File: config.mk
export PLATFORM = sky130hd
export DESIGN_NAME = pe_load_scheduler_flat
export DESIGN_NICKNAME = d
export VERILOG_FILES = /design/src/rtl/pe_load_scheduler_if.sv /design/src/rtl/pe_load_scheduler.sv /design/src/flat_wrapper.sv
export SDC_FILE = /design/constraint.sdc
export NUM_CORES = 1
export LEC_CHECK = 0
export BUFFER_PORTS_ARGS = -buffer_cell sky130_fd_sc_hd__buf_2
export CELL_PAD_IN_SITES_DETAIL_PLACEMENT = 1
export CELL_PAD_IN_SITES_GLOBAL_PLACEMENT = 1
export CORE_ASPECT_RATIO = 1.75
export CORE_MARGIN = 2
export CORE_UTILIZATION = 42
export CTS_BUF_LIST = sky130_fd_sc_hd__clkbuf_16
export DETAILED_ROUTE_END_ITERATION = 8
export PLACE_DENSITY_LB_ADDON = 0.3
export SLEW_MARGIN = 20
export SYNTH_ARGS = -nofsm -noshare
export SYNTH_HDL_FRONTEND = slang
export SYNTH_SLANG_ARGS = --single-unit
export TNS_END_PERCENT = 10
File: constraint.sdc
create_clock -name clk -period 12.41 [get_ports clk]
set_input_delay 3.723 -clock clk [delete_from_list [all_inputs] [get_ports clk]]
set_output_delay 3.723 -clock clk [all_outputs]
set_load 0.005 [all_outputs]
File: src/rtl/pe_load_scheduler_if.sv
// Bundle of the SRAM ports and PE buffer strobes that the load scheduler drives.
// master = scheduler side, slave = SRAM/PE side.
interface pe_load_scheduler_if #(
    parameter int ADDR_WIDTH = 8,
    parameter int DATA_WIDTH = 16,
    parameter int OUT_WIDTH  = 16
);
    logic [ADDR_WIDTH-1:0] sram_raddr;
    logic [DATA_WIDTH-1:0] sram_rdata;
    logic                  sram_ren;
    logic [ADDR_WIDTH-1:0] sram_waddr;
    logic                  sram_wen;
    logic [DATA_WIDTH-1:0] sram_wdata;
    logic                  filter_wen;
    logic [DATA_WIDTH-1:0] filter_din;
    logic                  filter_full;
    logic                  IF_wen;
    logic [DATA_WIDTH-1:0] IF_din;
    logic                  IF_full;
    logic                  pe_start;
    logic                  pe_done;
    logic                  outbuf_ren;
    logic [OUT_WIDTH-1:0]  outbuf_dout;
    logic                  outbuf_empty;

    modport master (
        output sram_raddr, sram_ren, sram_waddr, sram_wen, sram_wdata,
        output filter_wen, filter_din, IF_wen, IF_din, pe_start, outbuf_ren,
        input  sram_rdata, filter_full, IF_full, pe_done, outbuf_dout, outbuf_empty
    );

    modport slave (
        input  sram_raddr, sram_ren, sram_waddr, sram_wen, sram_wdata,
        input  filter_wen, filter_din, IF_wen, IF_din, pe_start, outbuf_ren,
        output sram_rdata, filter_full, IF_full, pe_done, outbuf_dout, outbuf_empty
    );
endinterface

File: src/rtl/pe_load_scheduler.sv
// Job sequencer: SRAM -> PE filter/IF FIFOs, PE start, then PE output buffer -> SRAM.
// Owns every SRAM enable/address and every PE buffer strobe.
module pe_load_scheduler #(
    parameter int ADDR_WIDTH = 8,
    parameter int DATA_WIDTH = 16,
    parameter int OUT_WIDTH  = 16,
    parameter int CNT_WIDTH  = 8
) (
    input  logic                  clk,
    input  logic                  rst,
    input  logic                  start,
    input  logic [ADDR_WIDTH-1:0] filt_base,
    input  logic [CNT_WIDTH-1:0]  filt_count,
    input  logic [ADDR_WIDTH-1:0] if_base,
    input  logic [CNT_WIDTH-1:0]  if_count,
    input  logic [ADDR_WIDTH-1:0] out_base,
    output logic                  busy,
    output logic                  done,
    output logic [CNT_WIDTH-1:0]  out_count,
    pe_load_scheduler_if.master   bus
);

    typedef enum logic [2:0] {IDLE, LD_FILT, LD_IF, RUN, DRAIN, DONE} state_e;

    typedef struct packed {
        logic [ADDR_WIDTH-1:0] filt_base;
        logic [CNT_WIDTH-1:0]  filt_count;
        logic [ADDR_WIDTH-1:0] if_base;
        logic [CNT_WIDTH-1:0]  if_count;
        logic [ADDR_WIDTH-1:0] out_base;
    } cfg_t;

    state_e                state_q, state_d;
    cfg_t                  cfg_q, cfg_d;
    logic [CNT_WIDTH-1:0]  rd_cnt_q, rd_cnt_d;
    logic [CNT_WIDTH-1:0]  push_cnt_q, push_cnt_d;
    logic [DATA_WIDTH-1:0] hold_q, hold_d;
    logic                  hold_vld_q, hold_vld_d;
    logic                  rd_pend_q, rd_pend_d;
    logic                  pe_done_q, pe_done_d;
    logic                  started_q, started_d;
    logic                  pop_pend_q, pop_pend_d;
    logic [CNT_WIDTH-1:0]  out_cnt_q, out_cnt_d;

    logic                  loading, avail, push, rd, last_push, pop, wen, cur_full;
    logic [ADDR_WIDTH-1:0] cur_base;
    logic [CNT_WIDTH-1:0]  cur_cnt;
    logic [DATA_WIDTH-1:0] word;

    // Word available to push is the held word, else the SRAM word arriving this cycle.
    // A read is only issued if nothing will be left over afterwards, so the single
    // holding register can always absorb the in-flight word on a stall.
    always_comb begin
        loading   = (state_q == LD_FILT) || (state_q == LD_IF);
        cur_base  = (state_q == LD_IF) ? cfg_q.if_base  : cfg_q.filt_base;
        cur_cnt   = (state_q == LD_IF) ? cfg_q.if_count : cfg_q.filt_count;
        cur_full  = (state_q == LD_IF) ? bus.IF_full    : bus.filter_full;
        avail     = hold_vld_q | rd_pend_q;
        word      = hold_vld_q ? hold_q : bus.sram_rdata;
        push      = loading && avail && !cur_full;
        rd        = loading && (rd_cnt_q != cur_cnt) && (!avail || push);
        last_push = push && (push_cnt_q == cur_cnt - CNT_WIDTH'(1));
        pop       = (state_q == DRAIN) && pe_done_q && !bus.outbuf_empty;
        wen       = (state_q == DRAIN) && pop_pend_q;
    end

    always_comb begin
        state_d    = state_q;
        cfg_d      = cfg_q;
        rd_cnt_d   = rd ? rd_cnt_q + CNT_WIDTH'(1) : rd_cnt_q;
        push_cnt_d = push ? push_cnt_q + CNT_WIDTH'(1) : push_cnt_q;
        rd_pend_d  = rd;
        hold_vld_d = avail && !push;
        hold_d     = hold_vld_q ? hold_q : bus.sram_rdata;
        pe_done_d  = (state_q == IDLE) ? 1'b0 : (pe_done_q | bus.pe_done);
        started_d  = (state_q == RUN);
        pop_pend_d = pop;
        out_cnt_d  = (wen && (out_cnt_q != '1)) ? out_cnt_q + CNT_WIDTH'(1) : out_cnt_q;
        case (state_q)
            IDLE: begin
                if (start) begin
                    cfg_d.filt_base  = filt_base;
                    cfg_d.filt_count = filt_count;
                    cfg_d.if_base    = if_base;
                    cfg_d.if_count   = if_count;
                    cfg_d.out_base   = out_base;
                    out_cnt_d        = '0;
                    rd_cnt_d         = '0;
                    push_cnt_d       = '0;
                    if (filt_count != '0)    state_d = LD_FILT;
                    else if (if_count != '0) state_d = LD_IF;
                    else                     state_d = RUN;
                end
            end
            LD_FILT: begin
                if (last_push) begin
                    rd_cnt_d   = '0;
                    push_cnt_d = '0;
                    state_d    = (cfg_q.if_count != '0) ? LD_IF : RUN;
                end
            end
            LD_IF: begin
                if (last_push) begin
                    rd_cnt_d   = '0;
                    push_cnt_d = '0;
                    state_d    = RUN;
                end
            end
            RUN:     if (pe_done_q) state_d = DRAIN;
            DRAIN:   if (bus.outbuf_empty && !pop_pend_q) state_d = DONE;
            DONE:    state_d = IDLE;
            default: state_d = IDLE;
        endcase
    end

    always_ff @(posedge clk or negedge rst) begin
        if (!rst) begin
            state_q    <= IDLE;
            cfg_q      <= '0;
            rd_cnt_q   <= '0;
            push_cnt_q <= '0;
            hold_q     <= '0;
            hold_vld_q <= 1'b0;
            rd_pend_q  <= 1'b0;
            pe_done_q  <= 1'b0;
            started_q  <= 1'b0;
            pop_pend_q <= 1'b0;
            out_cnt_q  <= '0;
        end else begin
            state_q    <= state_d;
            cfg_q      <= cfg_d;
            rd_cnt_q   <= rd_cnt_d;
            push_cnt_q <= push_cnt_d;
            hold_q     <= hold_d;
            hold_vld_q <= hold_vld_d;
            rd_pend_q  <= rd_pend_d;
            pe_done_q  <= pe_done_d;
            started_q  <= started_d;
            pop_pend_q <= pop_pend_d;
            out_cnt_q  <= out_cnt_d;
        end
    end

    // Data/address outputs are gated by their strobes so idle outputs read as zero.
    assign bus.sram_ren   = rd;
    assign bus.sram_raddr = rd ? cur_base + ADDR_WIDTH'(rd_cnt_q) : '0;
    assign bus.filter_wen = push && (state_q == LD_FILT);
    assign bus.filter_din = (push && (state_q == LD_FILT)) ? word : '0;
    assign bus.IF_wen     = push && (state_q == LD_IF);
    assign bus.IF_din     = (push && (state_q == LD_IF)) ? word : '0;
    assign bus.pe_start   = (state_q == RUN) && !started_q;
    assign bus.outbuf_ren = pop;
    assign bus.sram_wen   = wen;
    assign bus.sram_waddr = wen ? cfg_q.out_base + ADDR_WIDTH'(out_cnt_q) : '0;
    assign bus.sram_wdata = wen ? DATA_WIDTH'(bus.outbuf_dout) : '0;

    assign busy      = (state_q != IDLE);
    assign done      = (state_q == DONE);
    assign out_count = out_cnt_q;

endmodule

File: src/flat_wrapper.sv
// flat-port wrapper written by rule: the top's interface ports become plain ports
module pe_load_scheduler_flat 
#(
    parameter int ADDR_WIDTH = 8,
    parameter int DATA_WIDTH = 16,
    parameter int OUT_WIDTH  = 16,
    parameter int CNT_WIDTH  = 8
)
  (clk, rst, start, filt_base, filt_count, if_base, if_count, out_base, busy, done, out_count, bus_sram_raddr, bus_sram_ren, bus_sram_waddr, bus_sram_wen, bus_sram_wdata, bus_filter_wen, bus_filter_din, bus_IF_wen, bus_IF_din, bus_pe_start, bus_outbuf_ren, bus_sram_rdata, bus_filter_full, bus_IF_full, bus_pe_done, bus_outbuf_dout, bus_outbuf_empty);
  pe_load_scheduler_if #(.ADDR_WIDTH(ADDR_WIDTH), .DATA_WIDTH(DATA_WIDTH), .OUT_WIDTH(OUT_WIDTH)) bus_i ();
  input  logic clk;
  input  logic rst;
  input  logic start;
  input  logic [ADDR_WIDTH-1:0] filt_base;
  input  logic [CNT_WIDTH-1:0] filt_count;
  input  logic [ADDR_WIDTH-1:0] if_base;
  input  logic [CNT_WIDTH-1:0] if_count;
  input  logic [ADDR_WIDTH-1:0] out_base;
  output logic busy;
  output logic done;
  output logic [CNT_WIDTH-1:0] out_count;
  output wire logic [$bits(bus_i.sram_raddr)-1:0] bus_sram_raddr;
  output wire logic [$bits(bus_i.sram_ren)-1:0] bus_sram_ren;
  output wire logic [$bits(bus_i.sram_waddr)-1:0] bus_sram_waddr;
  output wire logic [$bits(bus_i.sram_wen)-1:0] bus_sram_wen;
  output wire logic [$bits(bus_i.sram_wdata)-1:0] bus_sram_wdata;
  output wire logic [$bits(bus_i.filter_wen)-1:0] bus_filter_wen;
  output wire logic [$bits(bus_i.filter_din)-1:0] bus_filter_din;
  output wire logic [$bits(bus_i.IF_wen)-1:0] bus_IF_wen;
  output wire logic [$bits(bus_i.IF_din)-1:0] bus_IF_din;
  output wire logic [$bits(bus_i.pe_start)-1:0] bus_pe_start;
  output wire logic [$bits(bus_i.outbuf_ren)-1:0] bus_outbuf_ren;
  input wire logic [$bits(bus_i.sram_rdata)-1:0] bus_sram_rdata;
  input wire logic [$bits(bus_i.filter_full)-1:0] bus_filter_full;
  input wire logic [$bits(bus_i.IF_full)-1:0] bus_IF_full;
  input wire logic [$bits(bus_i.pe_done)-1:0] bus_pe_done;
  input wire logic [$bits(bus_i.outbuf_dout)-1:0] bus_outbuf_dout;
  input wire logic [$bits(bus_i.outbuf_empty)-1:0] bus_outbuf_empty;
  assign bus_sram_raddr = bus_i.sram_raddr;
  assign bus_sram_ren = bus_i.sram_ren;
  assign bus_sram_waddr = bus_i.sram_waddr;
  assign bus_sram_wen = bus_i.sram_wen;
  assign bus_sram_wdata = bus_i.sram_wdata;
  assign bus_filter_wen = bus_i.filter_wen;
  assign bus_filter_din = bus_i.filter_din;
  assign bus_IF_wen = bus_i.IF_wen;
  assign bus_IF_din = bus_i.IF_din;
  assign bus_pe_start = bus_i.pe_start;
  assign bus_outbuf_ren = bus_i.outbuf_ren;
  assign bus_i.sram_rdata = bus_sram_rdata;
  assign bus_i.filter_full = bus_filter_full;
  assign bus_i.IF_full = bus_IF_full;
  assign bus_i.pe_done = bus_pe_done;
  assign bus_i.outbuf_dout = bus_outbuf_dout;
  assign bus_i.outbuf_empty = bus_outbuf_empty;
  pe_load_scheduler #(.ADDR_WIDTH(ADDR_WIDTH), .DATA_WIDTH(DATA_WIDTH), .OUT_WIDTH(OUT_WIDTH), .CNT_WIDTH(CNT_WIDTH)) u_core (.clk(clk), .rst(rst), .start(start), .filt_base(filt_base), .filt_count(filt_count), .if_base(if_base), .if_count(if_count), .out_base(out_base), .busy(busy), .done(done), .out_count(out_count), .bus(bus_i));
endmodule
After elaboration in Yosys (flattened, before gate mapping)
Index checks and enable logic that the tools add are counted.

Add/sub/neg operators: 6. Equality and inequality tests: 13. Muxes and demuxes: 30. Reduce and logical (&&, ||, !) cells: 30. Bitwise operators: 2.

Operator list (count): 8-bit two-way mux (13); 16-bit two-way mux (4); 8-bit one-hot mux with 2 select lines (2); 8-bit by 1-bit adder with 8-bit output (second input constant) (3); 8-bit nonzero test (3); 3-bit two-way mux (6); 8-bit adder (2); 3-bit one-hot mux with 5 select lines (1); 1-bit logical AND (14); 8-bit equality test (1); 8-bit inequality test (1); 8-bit inequality test (second input constant) (1); 8-bit by 1-bit subtractor with 8-bit output (second input constant) (1); 3-bit by 2-bit equality test with 1-bit output (second input constant) (2); 3-bit equality test (second input constant) (2); 1-bit logical NOT (6); 2-bit by 1-bit inequality test with 1-bit output (second input constant) (3); 5-bit AND reduction (1); 1-bit two-way mux (4); 2-bit inequality test (second input constant) (2); 3-bit by 1-bit equality test with 1-bit output (second input constant) (1); 3-bit logical NOT (1); 3-bit nonzero test (1); 1-bit logical OR (2); 3 further kinds (4).

Logic and storage cells: 96. Input port bits: 79. Flip-flop bits (word level): 88. Output and inout bits: 80.

Logic depth before layout (Yosys ltp)
Depth after elaboration: 9. Depth in mapped cells: 17. Gate-level depth less buffers: 13.

Worst setup path before layout
Ideal clock, no wire load.

Kind: input port to output port. From: input bus_IF_full. To: output bus_filter_din[10]. Required time: 8687 ps. Arrival: 4873 ps. Stages: 5. Setup slack: 3814 ps. Buffers on the path: 1. Cells stage by stage: o22a_1 nor3_2 nand2_1 clkbuf_1 nor2_1.

Longest elaborated chain between the ends: 5.

RTL lines: start, declared (RTL line flat_wrapper.sv:35) `input wire logic [$bits(bus_i.IF_full)-1:0] bus_IF_full;`; 1-bit two-way mux (RTL line pe_load_scheduler.sv:57) `cur_full = (state_q == LD_IF) ? bus.IF_full : bus.filter_full;`; 1-bit logical NOT (RTL line pe_load_scheduler.sv:60) `push = loading && avail && !cur_full;`; 1-bit logical AND (RTL line pe_load_scheduler.sv:60); 1-bit logical AND (RTL line pe_load_scheduler.sv:148) `assign bus.filter_din = (push && (state_q == LD_FILT)) ? word : '0;`; 16-bit two-way mux (RTL line pe_load_scheduler.sv:148); end, declared (RTL line flat_wrapper.sv:28) `output wire logic [$bits(bus_i.filter_din)-1:0] bus_filter_din;`.

No other way between the ends.

Worst setup path in the final report
From: input bus_IF_full. To: output bus_filter_din[14].

The elaborated chain is that of the path after synthesis.

==> impl_summary.log <==
INFO  metric origin_of_the_worst_setup_path = bus_IF_full
INFO  metric routed_vias_inst = ~5.4
INFO  metric synth-seq-cells = 88
INFO  metric synth_edf_count = 0
INFO  metric ctsRootBufferMaster = clkbuf_16
INFO  metric layout_commonest_cell = buf_2
INFO  metric layout.nets = 813
INFO  metric post_cts_resized = 0
INFO  metric max-vdd-ir-drop = roughly 0.000099 V
INFO  metric largest_net_degree_at_the_start_of_global_routing = slightly below 90
INFO  metric wl_met2 = roughly 9100 um
INFO  metric yosys_most_used_dff = dfrtp_1
INFO  metric coreArea = 12,400 um2
INFO  metric max_slew_headroom = 0.397
INFO  metric result_of_the_run = finished clean
INFO  metric num_vias = between 4,000 and 5,000
INFO  metric reg2reg_slack = about 8.6 ns
INFO  metric antenna_left = 0
INFO  metric layout.area.seq = 2200 um2
INFO  metric ys.warnings.count = 0
INFO  metric total_die_area = between 10,000 and 15,000 um2
INFO  metric drc_errors = 0
INFO  metric wl = 15,800 um
INFO  metric final.fill_count = between 1,000 and 1,500
INFO  metric wl_met1 = around 5500 um
INFO  metric whs_path_depth = 1
INFO  metric h-tree-depth = 3
INFO  metric fin_hold_ws = approximately 0.5 ns
INFO  metric post-cts-setup-buffers = 0
INFO  metric drive_above_1_share = 0.312
INFO  metric fmax = roughly 0.11 GHz
INFO  metric post-synth-top-area-fraction = 0.412
INFO  metric insertedDiodeCount = 0
INFO  metric dpl_cell_area = about 6300 um2
INFO  metric setup_violating_endpoint_count_in_the_final_report = 0
INFO  metric synthesis.instances = 566
INFO  metric hold_path.class = register to register
INFO  metric timing_worst_setup_path_type = primary input to output pin
INFO  metric synth_area_per_cell = around 9.5 um2
INFO  metric clock-sinks = between 80 and 90
INFO  metric yosysSeqAreaShare = 0.412
INFO  metric kind_of_end_point_of_the_critical_path = output pin
INFO  metric design.portCount = about 160
INFO  metric timing_hold_violations_final = 0
INFO  metric final_area = between 6000 and 7000 um2
INFO  metric synth.cell_area = roughly 5300 um2
INFO  metric final.setup.tns = 0 ns
INFO  metric finalWorstPathRequiredPeriod = about 9 ns
INFO  metric maxCapViolations = 0
INFO  metric grt_antenna_before_repair = 0
INFO  metric drt_pass1_iterations = 4
INFO  metric post-route-period-util = 0.740
INFO  metric report.power.total = ~1.5 mW
INFO  metric portBuffers = approximately 160
INFO  metric areaGrowthSynthToFinish = 22.7%
INFO  metric grt_pass1_vias = 5,348
INFO  metric holdBufCountCts = 0
INFO  metric asyncSetResetFlopFracSynth = 1.00
INFO  metric drt_first_iter_violations = around 220
INFO  metric top_area_cells_in_the_synthesized_netlist = dfrtp_1 41%, mux2_2 7.4%, nor2_1 6.0%
INFO  metric grt.overflow.total = 0
INFO  metric report.final.slew_viol_count = 0
INFO  metric wire_length_on_met3 = just under 700 um
INFO  metric cellPowerDensity = approximately 240 nW/um2
INFO  metric leakagePower = approximately 3.3 nW
INFO  metric worst_skew_pair.late_latency = around 0.34 ns
INFO  metric cts-buffers-inserted = 9
INFO  metric initial_utilization = 0.430
INFO  metric clock-skew-final = about 0.0077 ns
INFO  metric detailedPlacementHpwl = about 12,000 um
INFO  metric wire_per_inst = about 18 um
INFO  metric cp_data_arrival_time = 5.46 ns
INFO  metric timing.reg2reg.worst_path_depth = 11
INFO  metric first_pass_grt_wire_length = between 20,000 and 30,000 um
INFO  metric synthesis.nets = ~670
INFO  metric globalRouteTotalUtil = 0.239
INFO  metric worst_margin_pin_slew = 0.904 ns
INFO  metric cts.clk_slew.worst_paths = around 0.06 ns
INFO  metric tritoncts = done
INFO  metric gpl.final_weighted_congestion = approximately 0.86
INFO  metric routed.top_layer = met4
INFO  metric die_width = 89.3 um
INFO  metric max-clock-path-buffers = 2
INFO  metric startpoint_type = primary input
INFO  metric multiInputGateArea = ~2900 um2
INFO  metric post_synthesis_cell_type_with_the_largest_combined_area = dfrtp_1
INFO  metric critical_path_required = 8.69 ns
INFO  metric final_cell_mix = 157 x buf_2, 88 x dfrtp_1, 85 x nor2_1
INFO  metric regToRegStartpoint = u_core.state_q[2]
INFO  metric yosys.cell_types.count = 60
INFO  metric standard_cell_rows = 54
INFO  metric worst-path-max-fanout = 17
INFO  metric die_h = ~150 um
INFO  metric hold_start = u_core.cfg_q[18]
INFO  metric rsz_0062_raised_after_global_routing = false
## registers in the layout (all words and copies together), names as in the netlist
register / count
u_core.rd_cnt_q: 8
u_core.push_cnt_q: 8
u_core.started_q: 1
u_core.hold_q: 16
u_core.cfg_q: 40
u_core.pop_pend_q: 1
u_core.rd_pend_q: 1
u_core.hold_vld_q: 1
u_core.state_q: 3
u_core.pe_done_q: 1
u_core.out_count: 8
## layer usage
layer,global-route usage,vias up
met5,0,-
met4,0.0938,0
met3,0.0389,40
met2,0.457,145
met1,0.247,2341
li1,-,2229
## area by class of cell
| class | count | share of cell area |
|---|---|---|
| well taps | 168 | 0.0320 |
| multi-input cells | 419 | 0.442 |
| inverters | 36 | 0.0206 |
| clock buffers | 9 | 0.0343 |
| clock inverters | 7 | 0.0120 |
| repair buffers | 160 | 0.124 |
| flip-flops and latches | 88 | 0.335 |
## path summary, 6_finish.rpt
path,end
hold reg to reg,u_core.cfg_q[18]
setup / recovery,bus_filter_din[14]
setup reg to reg,u_core.rd_cnt_q[6]
min in group asynchronous,u_core.pop_pend_q
max in group asynchronous,u_core.rd_cnt_q[2]
hold / removal,u_core.cfg_q[18]
## power by group
group / total, mW / internal [mW] / switching, mW
Sequential: 0.575 / 0.413 / 0.162
Clock: 0.282 / 0.158 / 0.124
Combinational: 0.687 / 0.333 / 0.355
Total: 1.54 / 0.904 / 0.641
## synthesized netlist by cell type (4+ instances only)
cell type,count
xor2_1,18
nor2b_1,6
nand3_1,5
a211oi_1,4
o21ai_0,14
nand4_1,11
and3_1,5
ha_1,18
clkbuf_1,13
inv_1,35
a21o_1,8
a31oi_1,4
nor2_1,85
nor4_1,7
buf_2,5
mux2i_1,26
nor3_1,18
or4_1,5
mux2_2,35
nand2_1,43
xnor2_1,23
dfrtp_1,88
and2_1,21
a21oi_1,15
## critical path, cell delays in order
cell     delay, ns
buf_2         0.10
o22a_1        0.21
nor3_2        0.48
nand2_1       0.54
nor2_1        0.24
buf_2         0.16
## metrics by stage
step | setup WS [ns] | utilization | cells
detailed placement | 3.22 | 0.503 | 871
global placement | 3.27 | 0.503 | 871
CTS | 3.23 | 0.528 | 887
finish | 3.23 | 0.528 | 887
floorplan | 3.81 | - | 566
global route | 3.09 | 0.528 | 887
## kinds of logic after synthesis
kind of cell               count (synthesis)  share of synthesized area
and+or+nand+nor                          228                      0.212
muxes                                     61                      0.122
buffers and inverters                     59                     0.0461
AOI/OAI and AO/OA                         68                     0.0877
adders and majority gates                 20                     0.0496
DFF                                       88                      0.412
xor gates and xnor gates                  42                     0.0702
Power figures use the tool's default switching activity.
